==> config.mk <==
export PLATFORM = sky130hd
export DESIGN_NAME = montgomery_mult_flat
export DESIGN_NICKNAME = d
export VERILOG_FILES = /design/src/rtl/montgomery_mult_pkg.sv /design/src/rtl/montgomery_mult_if.sv /design/src/rtl/montgomery_mult_rca.sv /design/src/rtl/montgomery_mult.sv /design/src/flat_wrapper.sv
export SDC_FILE = /design/constraint.sdc
export NUM_CORES = 1
export LEC_CHECK = 0
export ABC_AREA = 1
export ABC_CLOCK_PERIOD_IN_PS = 5040
export BUFFER_PORTS_ARGS = -buffer_cell sky130_fd_sc_hd__buf_2
export CAP_MARGIN = 25
export CORE_MARGIN = 2
export CORE_UTILIZATION = 40
export CTS_BUF_LIST = sky130_fd_sc_hd__clkbuf_2 sky130_fd_sc_hd__clkbuf_4 sky130_fd_sc_hd__clkbuf_8
export DETAILED_ROUTE_END_ITERATION = 8
export PLACE_DENSITY_LB_ADDON = 0.3
export RECOVER_POWER = 50
export SLEW_MARGIN = 25
export SYNTH_ARGS = -nofsm -noshare
export SYNTH_HDL_FRONTEND = slang
export SYNTH_SLANG_ARGS = --single-unit
==> constraint.sdc <==
create_clock -name clk -period 5.04 [get_ports clk]
set_input_delay 0.252 -clock clk [delete_from_list [all_inputs] [get_ports clk]]
set_output_delay 0.252 -clock clk [all_outputs]
set_load 0.02 [all_outputs]
==> src/rtl/montgomery_mult_pkg.sv <==
// Shared definitions for the radix-2 Montgomery multiplier: the FSM state
// encoding and the default operand width.
package montgomery_mult_pkg;

  localparam int DEF_WIDTH = 8;

  typedef enum logic [1:0] {
    IDLE  = 2'd0,
    ADD_B = 2'd1,
    ADD_M = 2'd2,
    SUB   = 2'd3
  } state_e;

endpackage

==> src/rtl/montgomery_mult_if.sv <==
// Request/result bundle between the Montgomery multiplier and its requester.
interface montgomery_mult_if
  import montgomery_mult_pkg::*;
#(
  parameter int WIDTH = DEF_WIDTH
);
  logic             start;
  logic [WIDTH-1:0] a;
  logic [WIDTH-1:0] b;
  logic [WIDTH-1:0] m;
  logic             busy;
  logic             done;
  logic [WIDTH-1:0] p;

  modport master (output start, a, b, m, input busy, done, p);
  modport slave  (input start, a, b, m, output busy, done, p);
endinterface

==> src/rtl/montgomery_mult_rca.sv <==
// Plain ripple-carry adder, one generated full-adder cell per bit.
module ripple_carry_adder #(
  parameter int WIDTH = 8
) (
  input  logic [WIDTH-1:0] a,
  input  logic [WIDTH-1:0] b,
  input  logic             ci,
  output logic [WIDTH-1:0] sum,
  output logic             co
);
  logic [WIDTH:0] w_c;

  assign w_c[0] = ci;

  for (genvar g = 0; g < WIDTH; g++) begin : g_bit
    assign sum[g]   = a[g] ^ b[g] ^ w_c[g];
    assign w_c[g+1] = (a[g] & b[g]) | (w_c[g] & (a[g] ^ b[g]));
  end

  assign co = w_c[WIDTH];
endmodule

==> src/rtl/montgomery_mult.sv <==
// Iterative radix-2 Montgomery multiplier: p = a*b*2^-WIDTH mod m in
// 2*WIDTH+1 cycles, sharing one WIDTH+2 bit adder for every addition.
module montgomery_mult
  import montgomery_mult_pkg::*;
#(
  parameter int WIDTH = DEF_WIDTH
) (
  input  logic              clk,
  input  logic              rst_n,
  montgomery_mult_if.slave  bus
);
  localparam int AW = WIDTH + 2;
  localparam int IW = (WIDTH > 1) ? $clog2(WIDTH) : 1;

  state_e           r_state;
  logic [WIDTH-1:0] r_a, r_b, r_m, r_p;
  logic [AW-1:0]    r_acc;
  logic [IW-1:0]    r_i;
  logic             r_q, r_busy, r_done;

  logic [AW-1:0]    w_opb, w_sum;
  logic             w_ci, w_co;

  // Second adder operand per state; the accumulator is always the first.
  always_comb begin
    w_opb = '0;
    w_ci  = 1'b0;
    case (r_state)
      ADD_B: if (r_a[r_i]) w_opb = {2'b00, r_b};
      ADD_M: if (r_q)      w_opb = {2'b00, r_m};
      SUB: begin
        w_opb = {2'b11, ~r_m};
        w_ci  = 1'b1;
      end
      default: ;
    endcase
  end

  ripple_carry_adder #(.WIDTH(AW)) u_add (
    .a   (r_acc),
    .b   (w_opb),
    .ci  (w_ci),
    .sum (w_sum),
    .co  (w_co)
  );

  always_ff @(posedge clk or negedge rst_n) begin
    if (!rst_n) begin
      r_state <= IDLE;
      r_a     <= '0;
      r_b     <= '0;
      r_m     <= '0;
      r_p     <= '0;
      r_acc   <= '0;
      r_i     <= '0;
      r_q     <= 1'b0;
      r_busy  <= 1'b0;
      r_done  <= 1'b0;
    end else begin
      r_done <= 1'b0;
      case (r_state)
        IDLE: begin
          if (bus.start) begin
            r_a     <= bus.a;
            r_b     <= bus.b;
            r_m     <= bus.m;
            r_acc   <= '0;
            r_i     <= '0;
            r_busy  <= 1'b1;
            r_state <= ADD_B;
          end
        end
        ADD_B: begin
          r_acc   <= w_sum;
          r_q     <= r_acc[0] ^ (r_a[r_i] & r_b[0]);
          r_state <= ADD_M;
        end
        ADD_M: begin
          // q was chosen so the sum is even; the shift drops a zero bit.
          r_acc <= {1'b0, w_sum[AW-1:1]};
          if (r_i == IW'(WIDTH - 1)) begin
            r_state <= SUB;
          end else begin
            r_i     <= r_i + 1'b1;
            r_state <= ADD_B;
          end
        end
        SUB: begin
          r_p     <= w_co ? w_sum[WIDTH-1:0] : r_acc[WIDTH-1:0];
          r_done  <= 1'b1;
          r_busy  <= 1'b0;
          r_state <= IDLE;
        end
        default: r_state <= IDLE;
      endcase
    end
  end

  assign bus.busy = r_busy;
  assign bus.done = r_done;
  assign bus.p    = r_p;
endmodule
==> src/flat_wrapper.sv <==
// flat-port wrapper written by rule: the top's interface ports become plain ports
module montgomery_mult_flat import montgomery_mult_pkg::*;
#(
  parameter int WIDTH = DEF_WIDTH
)
  (clk, rst_n, bus_start, bus_a, bus_b, bus_m, bus_busy, bus_done, bus_p);
  montgomery_mult_if #(.WIDTH(WIDTH)) bus_i ();
  input  logic clk;
  input  logic rst_n;
  input wire logic [$bits(bus_i.start)-1:0] bus_start;
  input wire logic [$bits(bus_i.a)-1:0] bus_a;
  input wire logic [$bits(bus_i.b)-1:0] bus_b;
  input wire logic [$bits(bus_i.m)-1:0] bus_m;
  output wire logic [$bits(bus_i.busy)-1:0] bus_busy;
  output wire logic [$bits(bus_i.done)-1:0] bus_done;
  output wire logic [$bits(bus_i.p)-1:0] bus_p;
  assign bus_i.start = bus_start;
  assign bus_i.a = bus_a;
  assign bus_i.b = bus_b;
  assign bus_i.m = bus_m;
  assign bus_busy = bus_i.busy;
  assign bus_done = bus_i.done;
  assign bus_p = bus_i.p;
  montgomery_mult #(.WIDTH(WIDTH)) u_core (.clk(clk), .rst_n(rst_n), .bus(bus_i));
endmodule
==> results.md <==
- Status: complete, but fails checks
- Failing checks: max-capacitance violations, max-slew violations
- Synth Net Count: 360
- TritonCTS Sinks: 50
- Final Slew Violations: 51
- Async SR Flop Fraction: 100%
- Critical path endpoint category: flop
- Post-synth top flop: dfrtp_1
- P per Cell Area: 620 mW/mm2
- Post-synth top cells: nand2_1 (101), dfrtp_1 (50), o21ai_1 (36)
- Most used cell along the critical path: fa_2
- Syn_area_per_cell: 8.47 um2
- CTS Buf Count: 5
- Slowest cell on crit path: dfrtp_2
- Wire per inst: 13.2 um
- Setup Skew: 5.32 ps
- Global-route wire length before repair: 10400 um
- Yosys reg bits: 50
- Row count: 29
- Clock slew at reported path FFs: 90 ps
- CP max FO: 6
- Die width: 85.8 um
- Placer Congestion: 0.841
- FMAX: 209 MHz
- Remaining DRCs: 0
- Clk Latency, worst-skew pair: 300 ps
- Starting Density: 41.7%
- Final setup fails: 0
- Worst setup path class: reg2reg
- Distinct cells, synth: 23
- Synth Cell Area: 0.00268 mm2
- Overall power: 1990 uW
- Crit-path cells: buf_4 > nand2_1 > nand3_2 > nand3_4 > nand3_2 > nor2_1 > o21ai_2 > fa_2 > inv_1 > fa_2 > fa_2 > fa_2 > fa_2 > fa_2 > fa_2 > inv_2 > fa_2 > fa_1 > inv_1 > fa_2 > buf_2 > o21ai_1 > o21ai_1
- Ant. Diodes: 0
- Startpoint types: flop
- Slew @ Worst Pin: 2600 ps
- Max-slew headroom: -73.5%
- Port buffer count: 36
- CTS Buffer Depth: 2
- Die Height: 85.8 um
- Die area: 0.00736 mm2
- Core region area: 0.00642 mm2
- CTS Hold Bufs: 0
- Maximum vdd ir drop: 0.288 mV
- Syn Inst Count: 316
- Synth top area cells: dfrtp_1 (47%), nand2_1 (14%), fa_1 (7.5%)
- Post-detail-place hpwl: 4460 um
- Initial DRC Count: 107
- Pre-Repair DR Iteration Count: 6
- Endpoints failing hold: 0
- Post-synthesis sequential area ratio: 46.7%
- Worst Path Arrival: 4970 ps
- CTS tree: yes
- Most frequent cell after synthesis: nand2_1
- P_leak: 0.00160 uW
- HP Class: in2reg
- Area share of the largest cell type after synthesis: 46.7%
- Post-layout util: 50.0%
- Final #Nets: 419
- H-tree Lvls: 2
- Final Cycle Share: 94.8%
- Post-synth top area cell: dfrtp_1
- Req. time, crit path: 5230 ps
- Vias in the first global route: 2260
- Vias per cell: 5.00
- Total congestion overflow: 0
- Largest net degree at the start of global routing: 51
- Number of enable flip-flop cells after synthesis: 0
- Clk root buf: clkbuf_8
- Max-cap violations: 1
- GRT Overall Usage: 17.8%
- Yosys warnings: 0
- Post-Route WL: 5950 um
- Layout cells sized above 1: 25.9%
- Antenna-violating nets left: 0
- Via count: 2260
- Initial antenna violation count: 0
- Minimum clock period: 4780 ps
- Area Overhead vs Synth: 20.0%
- I/O pins: 37
- Crit-path max cell delay: 430 ps
cell usage in the layout (no fill, tap or decap), types with 2 or more instances in the layout:
| cell | n |
|---|---|
| nand4_1 | 7 |
| nor2_1 | 14 |
| o22ai_1 | 7 |
| dfrtp_1 | 49 |
| nand3_4 | 2 |
| nand2_1 | 101 |
| nand2_2 | 2 |
| nand3_2 | 4 |
| nor2_2 | 2 |
| o21ai_1 | 36 |
| ha_1 | 7 |
| nand3_1 | 9 |
| clkinv_1 | 3 |
| inv_2 | 8 |
| a21oi_1 | 11 |
| buf_2 | 32 |
| fa_2 | 9 |
| inv_1 | 17 |
| o21ai_2 | 2 |
| clkinvlp_4 | 2 |
| clkbuf_8 | 5 |
| clkbuf_1 | 6 |
| o21ai_0 | 9 |
| buf_4 | 25 |
metal layers:
layer,GRT usage (%),routed length (um)
met1,24.6,2840
met2,28.2,2840
met3,2.98,204
met4,6.64,73
met5,0,0
critical path: cells and delay by family (launching register included):
family	cells	cell delay (ps)
flops	1	430
buf+inv	5	460
simple gates	5	340
fa+ha+maj	10	3080
compound gates	3	350
final cells by class:
| class | instances | area, um2 |
|---|---|---|
| clock buffer | 5 | 68.8 |
| clock inverter | 2 | 15.0 |
| fill | 609 | 3210 |
| inverter | 29 | 111 |
| multi-input combinational | 226 | 1300 |
| sequential | 50 | 1250 |
| tap | 77 | 96.3 |
| timing repair buffer | 63 | 370 |
sequential cells by signal, summed over array words and instances, names as in the netlist:
| name | cells |
|---|---|
| u_core.bus.p | 8 |
| u_core.bus.busy | 1 |
| u_core.r_q | 1 |
| u_core.r_i | 3 |
| u_core.r_m | 8 |
| u_core.r_a | 8 |
| u_core.r_state | 2 |
| u_core.r_b | 8 |
| u_core.r_acc | 10 |
| u_core.bus.done | 1 |
path summary, 6_finish.rpt:
path	start	to	slack, ps	cells past startpoint
worst min-delay path	bus_b[0]	u_core.r_b[0]	140	3
min in group asynchronous	rst_n	u_core.bus.done	850	2
worst max register to register	u_core.r_i[0]	u_core.bus.p[1]	260	23
max in group asynchronous	rst_n	u_core.r_i[0]	2520	2
worst max-delay path	u_core.r_i[0]	u_core.bus.p[1]	260	23
worst min register to register	u_core.bus.p[0]	u_core.bus.p[0]	480	2
kinds of logic after synthesis:
kind of cell | share of synthesized area [%]
AND/OR/NAND/NOR | 23.5
adder cells (fa/ha/maj) | 10.7
AO/OA/AOI/OAI | 12.9
buffers and inverters | 6.07
flip-flops | 46.7
what timing repair did:
item                       in CTS  in global routing
pin swaps                       1                  4
resized for setup               5                 12
buffers inserted                4                  0
setup endpoints to repair      10                 11
where the power goes:
group	internal, uW	switching, uW
sequential	576	131
combinational	420	638
clock	95.1	134
per-stage QoR:
| stage | std cells | hold WS (ps) | TNS, ps | instance area [um2] | setup WS (ps) |
|---|---|---|---|---|---|
| after global placement | 441 | 401 | -797 | 3080 | -117 |
| after floorplan | 316 | -43.6 | 0 | 2690 | 37.5 |
| after detailed placement | 441 | 407 | -1720 | 3080 | -229 |
| after global routing | 452 | 139 | -9.24 | 3210 | -9.24 |
| after CTS | 452 | 73.4 | 0 | 3200 | 10.6 |
| final | 452 | 142 | 0 | 3210 | 261 |
Note: power is estimated with default switching activity, not from simulation.
